## src/rtl/hex_entry_ctrl_pkg.sv

```systemverilog
// Shared types and constants for the hex entry sequencer: state encoding,
// buffer geometry and the ranking of simultaneous pulse events.
package hex_entry_ctrl_pkg;

  localparam int NIBBLES = 4;
  localparam int DATA_W  = 16;

  typedef enum logic [1:0] {
    VIEW  = 2'd0,
    EDIT  = 2'd1,
    WRITE = 2'd2
  } state_t;

  // Larger encoding wins when several pulses land in the same cycle.
  typedef enum logic [2:0] {
    EV_NONE  = 3'd0,
    EV_DIGIT = 3'd1,
    EV_PRE   = 3'd2,
    EV_NXT   = 3'd3,
    EV_BS    = 3'd4,
    EV_EXE   = 3'd5
  } event_t;

  function automatic event_t decode_event(input logic exe, input logic bs,
                                          input logic nxt, input logic pre,
                                          input logic digit);
    if (exe)        return EV_EXE;
    else if (bs)    return EV_BS;
    else if (nxt)   return EV_NXT;
    else if (pre)   return EV_PRE;
    else if (digit) return EV_DIGIT;
    else            return EV_NONE;
  endfunction

endpackage

```

## src/rtl/hex_entry_ctrl_prio_enc16.sv

```systemverilog
// 16-bit lowest-index-wins priority encoder, used to decode the hex key pulses.
module prio_enc16 (
  input  logic [15:0] req,
  output logic        valid,
  output logic [3:0]  idx
);

  always_comb begin
    valid = |req;
    idx   = 4'd0;
    // Scan downward so the lowest set bit is the last assignment.
    for (int i = 15; i >= 0; i--) begin
      if (req[i]) idx = i[3:0];
    end
  end

endmodule

```

## src/rtl/hex_entry_ctrl.sv

```systemverilog
// Turns key/navigation pulses into cursor moves, nibble entry and one-cycle
// register-file write strobes; selects the displayed word.
module hex_entry_ctrl
  import hex_entry_ctrl_pkg::*;
#(
  parameter int DEPTH  = 8,
  parameter int ADDR_W = 3
) (
  input  logic              clk,
  input  logic              rst,
  input  logic [15:0]       d_ps,
  input  logic              bs_ps,
  input  logic              pre_ps,
  input  logic              nxt_ps,
  input  logic              exe_ps,
  input  logic [DATA_W-1:0] rf_rdata,
  output logic [ADDR_W-1:0] rf_raddr,
  output logic              rf_we,
  output logic [ADDR_W-1:0] rf_waddr,
  output logic [DATA_W-1:0] rf_wdata,
  output logic [DATA_W-1:0] disp,
  output logic              editing,
  output logic [2:0]        digit_cnt,
  output logic              ovf,
  output logic              done
);

  localparam logic [2:0]        CNT_FULL = 3'(NIBBLES);
  localparam logic [ADDR_W-1:0] LAST     = ADDR_W'(DEPTH - 1);

  state_t              state;
  logic [ADDR_W-1:0]   cursor;
  logic [DATA_W-1:0]   entry_buf;
  logic [2:0]          cnt;
  logic                ovf_q;

  logic                dig_vld;
  logic [3:0]          nib;
  event_t              ev;
  logic [ADDR_W-1:0]   cursor_inc;
  logic [ADDR_W-1:0]   cursor_dec;

  prio_enc16 u_dig_enc (
    .req   (d_ps),
    .valid (dig_vld),
    .idx   (nib)
  );

  assign ev         = decode_event(exe_ps, bs_ps, nxt_ps, pre_ps, dig_vld);
  assign cursor_inc = (cursor == LAST) ? '0 : cursor + ADDR_W'(1);
  assign cursor_dec = (cursor == '0) ? LAST : cursor - ADDR_W'(1);

  always_ff @(posedge clk) begin
    if (rst) begin
      state     <= VIEW;
      cursor    <= '0;
      entry_buf <= '0;
      cnt       <= 3'd0;
      ovf_q     <= 1'b0;
    end else begin
      ovf_q <= 1'b0;
      case (state)
        VIEW: begin
          case (ev)
            EV_DIGIT: begin
              entry_buf <= {12'h000, nib};
              cnt       <= 3'd1;
              state     <= EDIT;
            end
            EV_NXT:  cursor <= cursor_inc;
            EV_PRE:  cursor <= cursor_dec;
            default: ;
          endcase
        end
        EDIT: begin
          case (ev)
            EV_EXE: state <= WRITE;
            EV_BS: begin
              if (cnt == 3'd1) begin
                entry_buf <= '0;
                cnt       <= 3'd0;
                state     <= VIEW;
              end else begin
                entry_buf <= entry_buf >> 4;
                cnt       <= cnt - 3'd1;
              end
            end
            EV_NXT, EV_PRE: begin
              entry_buf <= '0;
              cnt       <= 3'd0;
              cursor    <= (ev == EV_NXT) ? cursor_inc : cursor_dec;
              state     <= VIEW;
            end
            EV_DIGIT: begin
              if (cnt != CNT_FULL) begin
                entry_buf <= {entry_buf[11:0], nib};
                cnt       <= cnt + 3'd1;
              end else begin
                ovf_q <= 1'b1;
              end
            end
            default: ;
          endcase
        end
        WRITE: begin
          // Commit cycle: inputs ignored, advance to the next address.
          cursor    <= cursor_inc;
          entry_buf <= '0;
          cnt       <= 3'd0;
          state     <= VIEW;
        end
        default: state <= VIEW;
      endcase
    end
  end

  assign rf_raddr  = cursor;
  assign rf_we     = (state == WRITE);
  assign done      = (state == WRITE);
  assign rf_waddr  = cursor;
  assign rf_wdata  = entry_buf;
  assign editing   = (state == EDIT);
  assign digit_cnt = cnt;
  assign ovf       = ovf_q;
  assign disp      = (state == VIEW) ? rf_rdata : entry_buf;

endmodule

```

## config.mk

```make
export PLATFORM = sky130hd
export DESIGN_NAME = hex_entry_ctrl
export DESIGN_NICKNAME = d
export VERILOG_FILES = /design/src/rtl/hex_entry_ctrl_pkg.sv /design/src/rtl/hex_entry_ctrl_prio_enc16.sv /design/src/rtl/hex_entry_ctrl.sv
export SDC_FILE = /design/constraint.sdc
export NUM_CORES = 1
export LEC_CHECK = 0
export CAP_MARGIN = 25
export CORE_MARGIN = 3
export CORE_UTILIZATION = 44
export CTS_CLUSTER_DIAMETER = 80
export DETAILED_ROUTE_END_ITERATION = 7
export GPL_TIMING_DRIVEN = 0
export HOLD_SLACK_MARGIN = 0.08
export PLACE_DENSITY = 0.84
export SKIP_CTS_REPAIR_TIMING = 1
export SYNTH_ARGS = -nofsm -noshare
export SYNTH_HDL_FRONTEND = slang
export SYNTH_SLANG_ARGS = --single-unit
```

## constraint.sdc

```tcl
create_clock -name clk -period 2.8 [get_ports clk]
set_input_delay 0.56 -clock clk [delete_from_list [all_inputs] [get_ports clk]]
set_output_delay 0.56 -clock clk [all_outputs]
set_load 0.02 [all_outputs]
```

==> run_results.csv <==
group,metric,value,unit
critical_path,worst_ep_required_time,2.99,ns
global_routing,first_global_vias,2126,
layout,ff_latch_area,500,µm²
logic_synthesis,synth_seq_area_share,24.3,%
sta,worst_rel_slew_slack,50.5,%
layout,area.growth.synth_to_final,47.1,%
placed_design,io_buffer_count,81,
status,run_status,"finished with violations",
detailed_routing,post_route_drc,1,
hold_path,worst_hold_check_path_type,"register to register",
detailed_routing,via_count,2305,
critical_path,critical_path_arrival,2.97,ns
layout,layout_common_cells,"sky130_fd_sc_hd__clkdlybuf4s50_1, sky130_fd_sc_hd__nor2_1, sky130_fd_sc_hd__dfxtp_1, sky130_fd_sc_hd__nand3_1, sky130_fd_sc_hd__mux2_2",
cts,clk_root_buffer_cell,"sky130_fd_sc_hd__clkbuf_8",
logic_synthesis,ys.warnings.count,0,
layout,final-instance-count-excl-fill,387,
critical_path,regToRegSetupSlack,0.46,ns
cts,worstSkewPairLatency,0.28,ns
logic_synthesis,yosys_most_used_dff,"sky130_fd_sc_hd__dfxtp_1",
cts,cts-buffers-inserted,3,
logic_synthesis,synthesis.nets,299,
floorplanning,die_width,74.4,µm
critical_path,timing_worst_setup_path_type,"primary input to register",
placed_design,dp_slack,-0.312,ns
layout,post-route-cell-area,3020,µm²
sta,timing.final.crit_period,2.78,ns
status,failed_checks,"design-rule violations",
power_and_ir_drop,leakage,1.12,nW
detailed_routing,vias_per_cell,5.96,
detailed_routing,met2_wirelength,3.14,mm
detailed_routing,drt_wl_total,6.34,mm
power_and_ir_drop,power-per-cell-area,325,nW/µm²
sta,final-max-slew-violation-count,0,
detailed_routing,dr.pass1.iters,7,
global_routing,wire_length_of_the_first_global_routing_pass,9.93,mm
layout,antenna_cells_inserted,0,
layout,fin_nets,386,
floorplanning,initial_utilization,46.3,%
hold_path,hold_path_depth,2,
sta,final.hold.worst_slack,0.520,ns
placed_design,placed_cell_area,2930,µm²
sta,rsz_0062_raised_after_global_routing,"yes",
cts,h-tree-depth,1,
logic_synthesis,ys_ff_latch,25,
sta,finalSetupViolations,0,
placed_design,gpl.final_weighted_congestion,0.919,
sta,setup-tns-final,0,ns
logic_synthesis,netlist_instances,249,
sta,postLayoutSetupSlackWorst,0.0232,ns
logic_synthesis,synth.top_cell.area_share,24.3,%
detailed_routing,routedWlPerCell,16.4,µm
detailed_routing,dr_wl_met3,386,µm
logic_synthesis,netlist_top_cells_area,"sky130_fd_sc_hd__dfxtp_1, sky130_fd_sc_hd__mux2_2, sky130_fd_sc_hd__a311oi_2, sky130_fd_sc_hd__ha_1, sky130_fd_sc_hd__nor2_1",
global_routing,global_route.usage.total,23.0,%
sta,period_share,99.2,%
cts,clock_sink_count,25,
cts,tritoncts,"yes",
job,cap_viol_max_count,0,
logic_synthesis,postSynthAreaPerCell,8.26,µm²
global_routing,antenna_found_initial,0,
power_and_ir_drop,irDropWorstVdd,0.000265,V
logic_synthesis,syn_area,2060,µm²
layout,mostFrequentLayoutCell,"sky130_fd_sc_hd__clkdlybuf4s50_1",
critical_path,worst_setup_path_start_kind,"primary input",
detailed_routing,detail-route-antenna-nets,0,
critical_path,crit_path_max_fanout,6,
sta,timing_worst_slew_pin_value,0.740,ns
floorplanning,coreArea,4440,µm²
sta,skew,0.00511,ns
critical_path,r2r.worst_path.cells,7,
hold_path,holdCritStartpoint,"digit_cnt[1]$_SDFFE_PP0P_",
global_routing,maximum_number_of_pins_on_one_net_before_global_route_repair,16,
placed_design,placed_cell_count,382,
critical_path,critical_register_to_register_path_startpoint,"state[0]$_SDFFE_PP0P_",
detailed_routing,routedLengthMet1,2.71,mm
detailed_routing,highest_layer,"met4",
detailed_routing,first_iter_violations,225,
floorplanning,rows,24,
floorplanning,dieArea,5530,µm²
sta,max_clock_freq,360,MHz
sta,hold_viol_final,0,
critical_path,worst_r2r_endpoint,"rf_wdata[1]$_SDFFE_PP0P_",
floorplanning,top_level_ports,83,
cts,cts-root-to-sink-buffers,2,
cts,clock_input_transition_at_the_sequential_cells_of_the_worst_setup_and_hold_paths,0.09,ns
layout,layout-drive-gt1-share,15.2,%
global_routing,grt_remaining_overflow,0,
layout,multi_input_area,1410,µm²
hold_path,whs_endpoint,"digit_cnt[1]$_SDFFE_PP0P_",
placed_design,dpl.hpwl,4.78,mm
critical_path,critical_path.endpoint_type,"register",
logic_synthesis,synth.distinct_cells,48,
logic_synthesis,synthArstFlopShare,0,%
logic_synthesis,count_of_flip_flops_with_a_built_in_enable_after_synthesis,0,
floorplanning,die_height,74.4,µm
layout,layout.filler_cells,369,
logic_synthesis,yosys.area.top_type,"sky130_fd_sc_hd__dfxtp_1",
-- state kept, by name (all words and copies together), names as in the netlist --
register / count
ovf: 1
rf_raddr: 3
digit_cnt: 3
rf_wdata: 16
state: 2
-- how the worst max path moves through the flow --
stage	to	slack, ns	start
floorplan	rf_wdata[7]$_SDFFE_PP0P_	0.42	d_ps[4]
global placement	disp[11]	-0.29	state[0]$_SDFFE_PP0P_
detailed placement	disp[7]	-0.31	state[0]$_SDFFE_PP0P_
CTS	disp[11]	-0.63	state[0]$_SDFFE_PP0P_
global route	rf_wdata[3]$_SDFFE_PP0P_	-0.02	d_ps[5]
finish	rf_wdata[2]$_SDFFE_PP0P_	0.02	d_ps[5]
-- power by group --
group / internal (mW) / switching [mW] / leakage [nW]
Clock: 0.101 / 0.125 / 0.0217
Combinational: 0.181 / 0.176 / 0.899
Sequential: 0.373 / 0.0252 / 0.203
Total: 0.656 / 0.326 / 1.12
-- final cells by class --
| class | instances | area share, % |
|---|---|---|
| Tap cell | 52 | 2.15 |
| Sequential cell | 25 | 16.5 |
| Timing Repair Buffer | 82 | 27.9 |
| Inverter | 10 | 1.24 |
| Clock inverter | 1 | 0.248 |
| Clock buffer | 3 | 1.37 |
| Multi-Input combinational cell | 196 | 46.7 |
| Buffer | 18 | 3.89 |
-- cell families (layout without fill, tap and decap cells) --
kind of cell / after synthesis / in the layout / share of synthesized area (%)
mux: 17 / 17 / 9.25
buf+inv: 28 / 114 / 7.18
compound gates: 61 / 61 / 24.9
fa+ha+maj: 12 / 12 / 7.30
flops: 25 / 25 / 24.3
simple gates: 106 / 106 / 27.0
-- critical path, stage by stage --
cell and delay, ns:
sky130_fd_sc_hd__clkdlybuf4s50_1 0.46, sky130_fd_sc_hd__or4_4 0.57, sky130_fd_sc_hd__nor4_4 0.31, sky130_fd_sc_hd__buf_4 0.18, sky130_fd_sc_hd__nor2_2 0.06, sky130_fd_sc_hd__nor4bb_1 0.35
sky130_fd_sc_hd__o21ai_0 0.15, sky130_fd_sc_hd__a311oi_2 0.31
-- layer usage --
metal	GRT usage, %	vias up
li1	-	1097
met1	29.8	1083
met2	38.8	111
met3	4.05	14
met4	7.31	0
met5	0	-
-- synthesized netlist by cell type (2+ instances only) --
cell                        instances
sky130_fd_sc_hd__nand3_1           20
sky130_fd_sc_hd__and2_1             2
sky130_fd_sc_hd__buf_6              3
sky130_fd_sc_hd__or4_1              2
sky130_fd_sc_hd__nand2b_1           7
sky130_fd_sc_hd__nor2_1            33
sky130_fd_sc_hd__inv_1             10
sky130_fd_sc_hd__o31ai_1            3
sky130_fd_sc_hd__buf_1              2
sky130_fd_sc_hd__a211oi_1           7
sky130_fd_sc_hd__clkbuf_1           7
sky130_fd_sc_hd__nor2b_1            5
sky130_fd_sc_hd__nor3_1            11
sky130_fd_sc_hd__ha_1              12
sky130_fd_sc_hd__a311oi_2          10
sky130_fd_sc_hd__nand2_1           11
sky130_fd_sc_hd__nor4bb_1           3
sky130_fd_sc_hd__and3_1             2
sky130_fd_sc_hd__buf_4              5
sky130_fd_sc_hd__mux2_2            16
sky130_fd_sc_hd__a2111oi_0          2
sky130_fd_sc_hd__a22oi_1            4
sky130_fd_sc_hd__or4_4              2
sky130_fd_sc_hd__dfxtp_1           25
sky130_fd_sc_hd__nor2_2             2
sky130_fd_sc_hd__o21ai_0            9
sky130_fd_sc_hd__o21ai_1            4
sky130_fd_sc_hd__a31oi_1            2
sky130_fd_sc_hd__a21oi_1            9
-- per-stage QoR --
step,utilization (%),power (mW)
2_1_floorplan,-,0.594
3_3_place_gp,66.0,0.753
3_5_place_dp,66.0,0.761
4_1_cts,67.1,0.984
5_1_grt,68.0,1.02
6_report,68.0,0.982
Power figures use the tool's default switching activity.
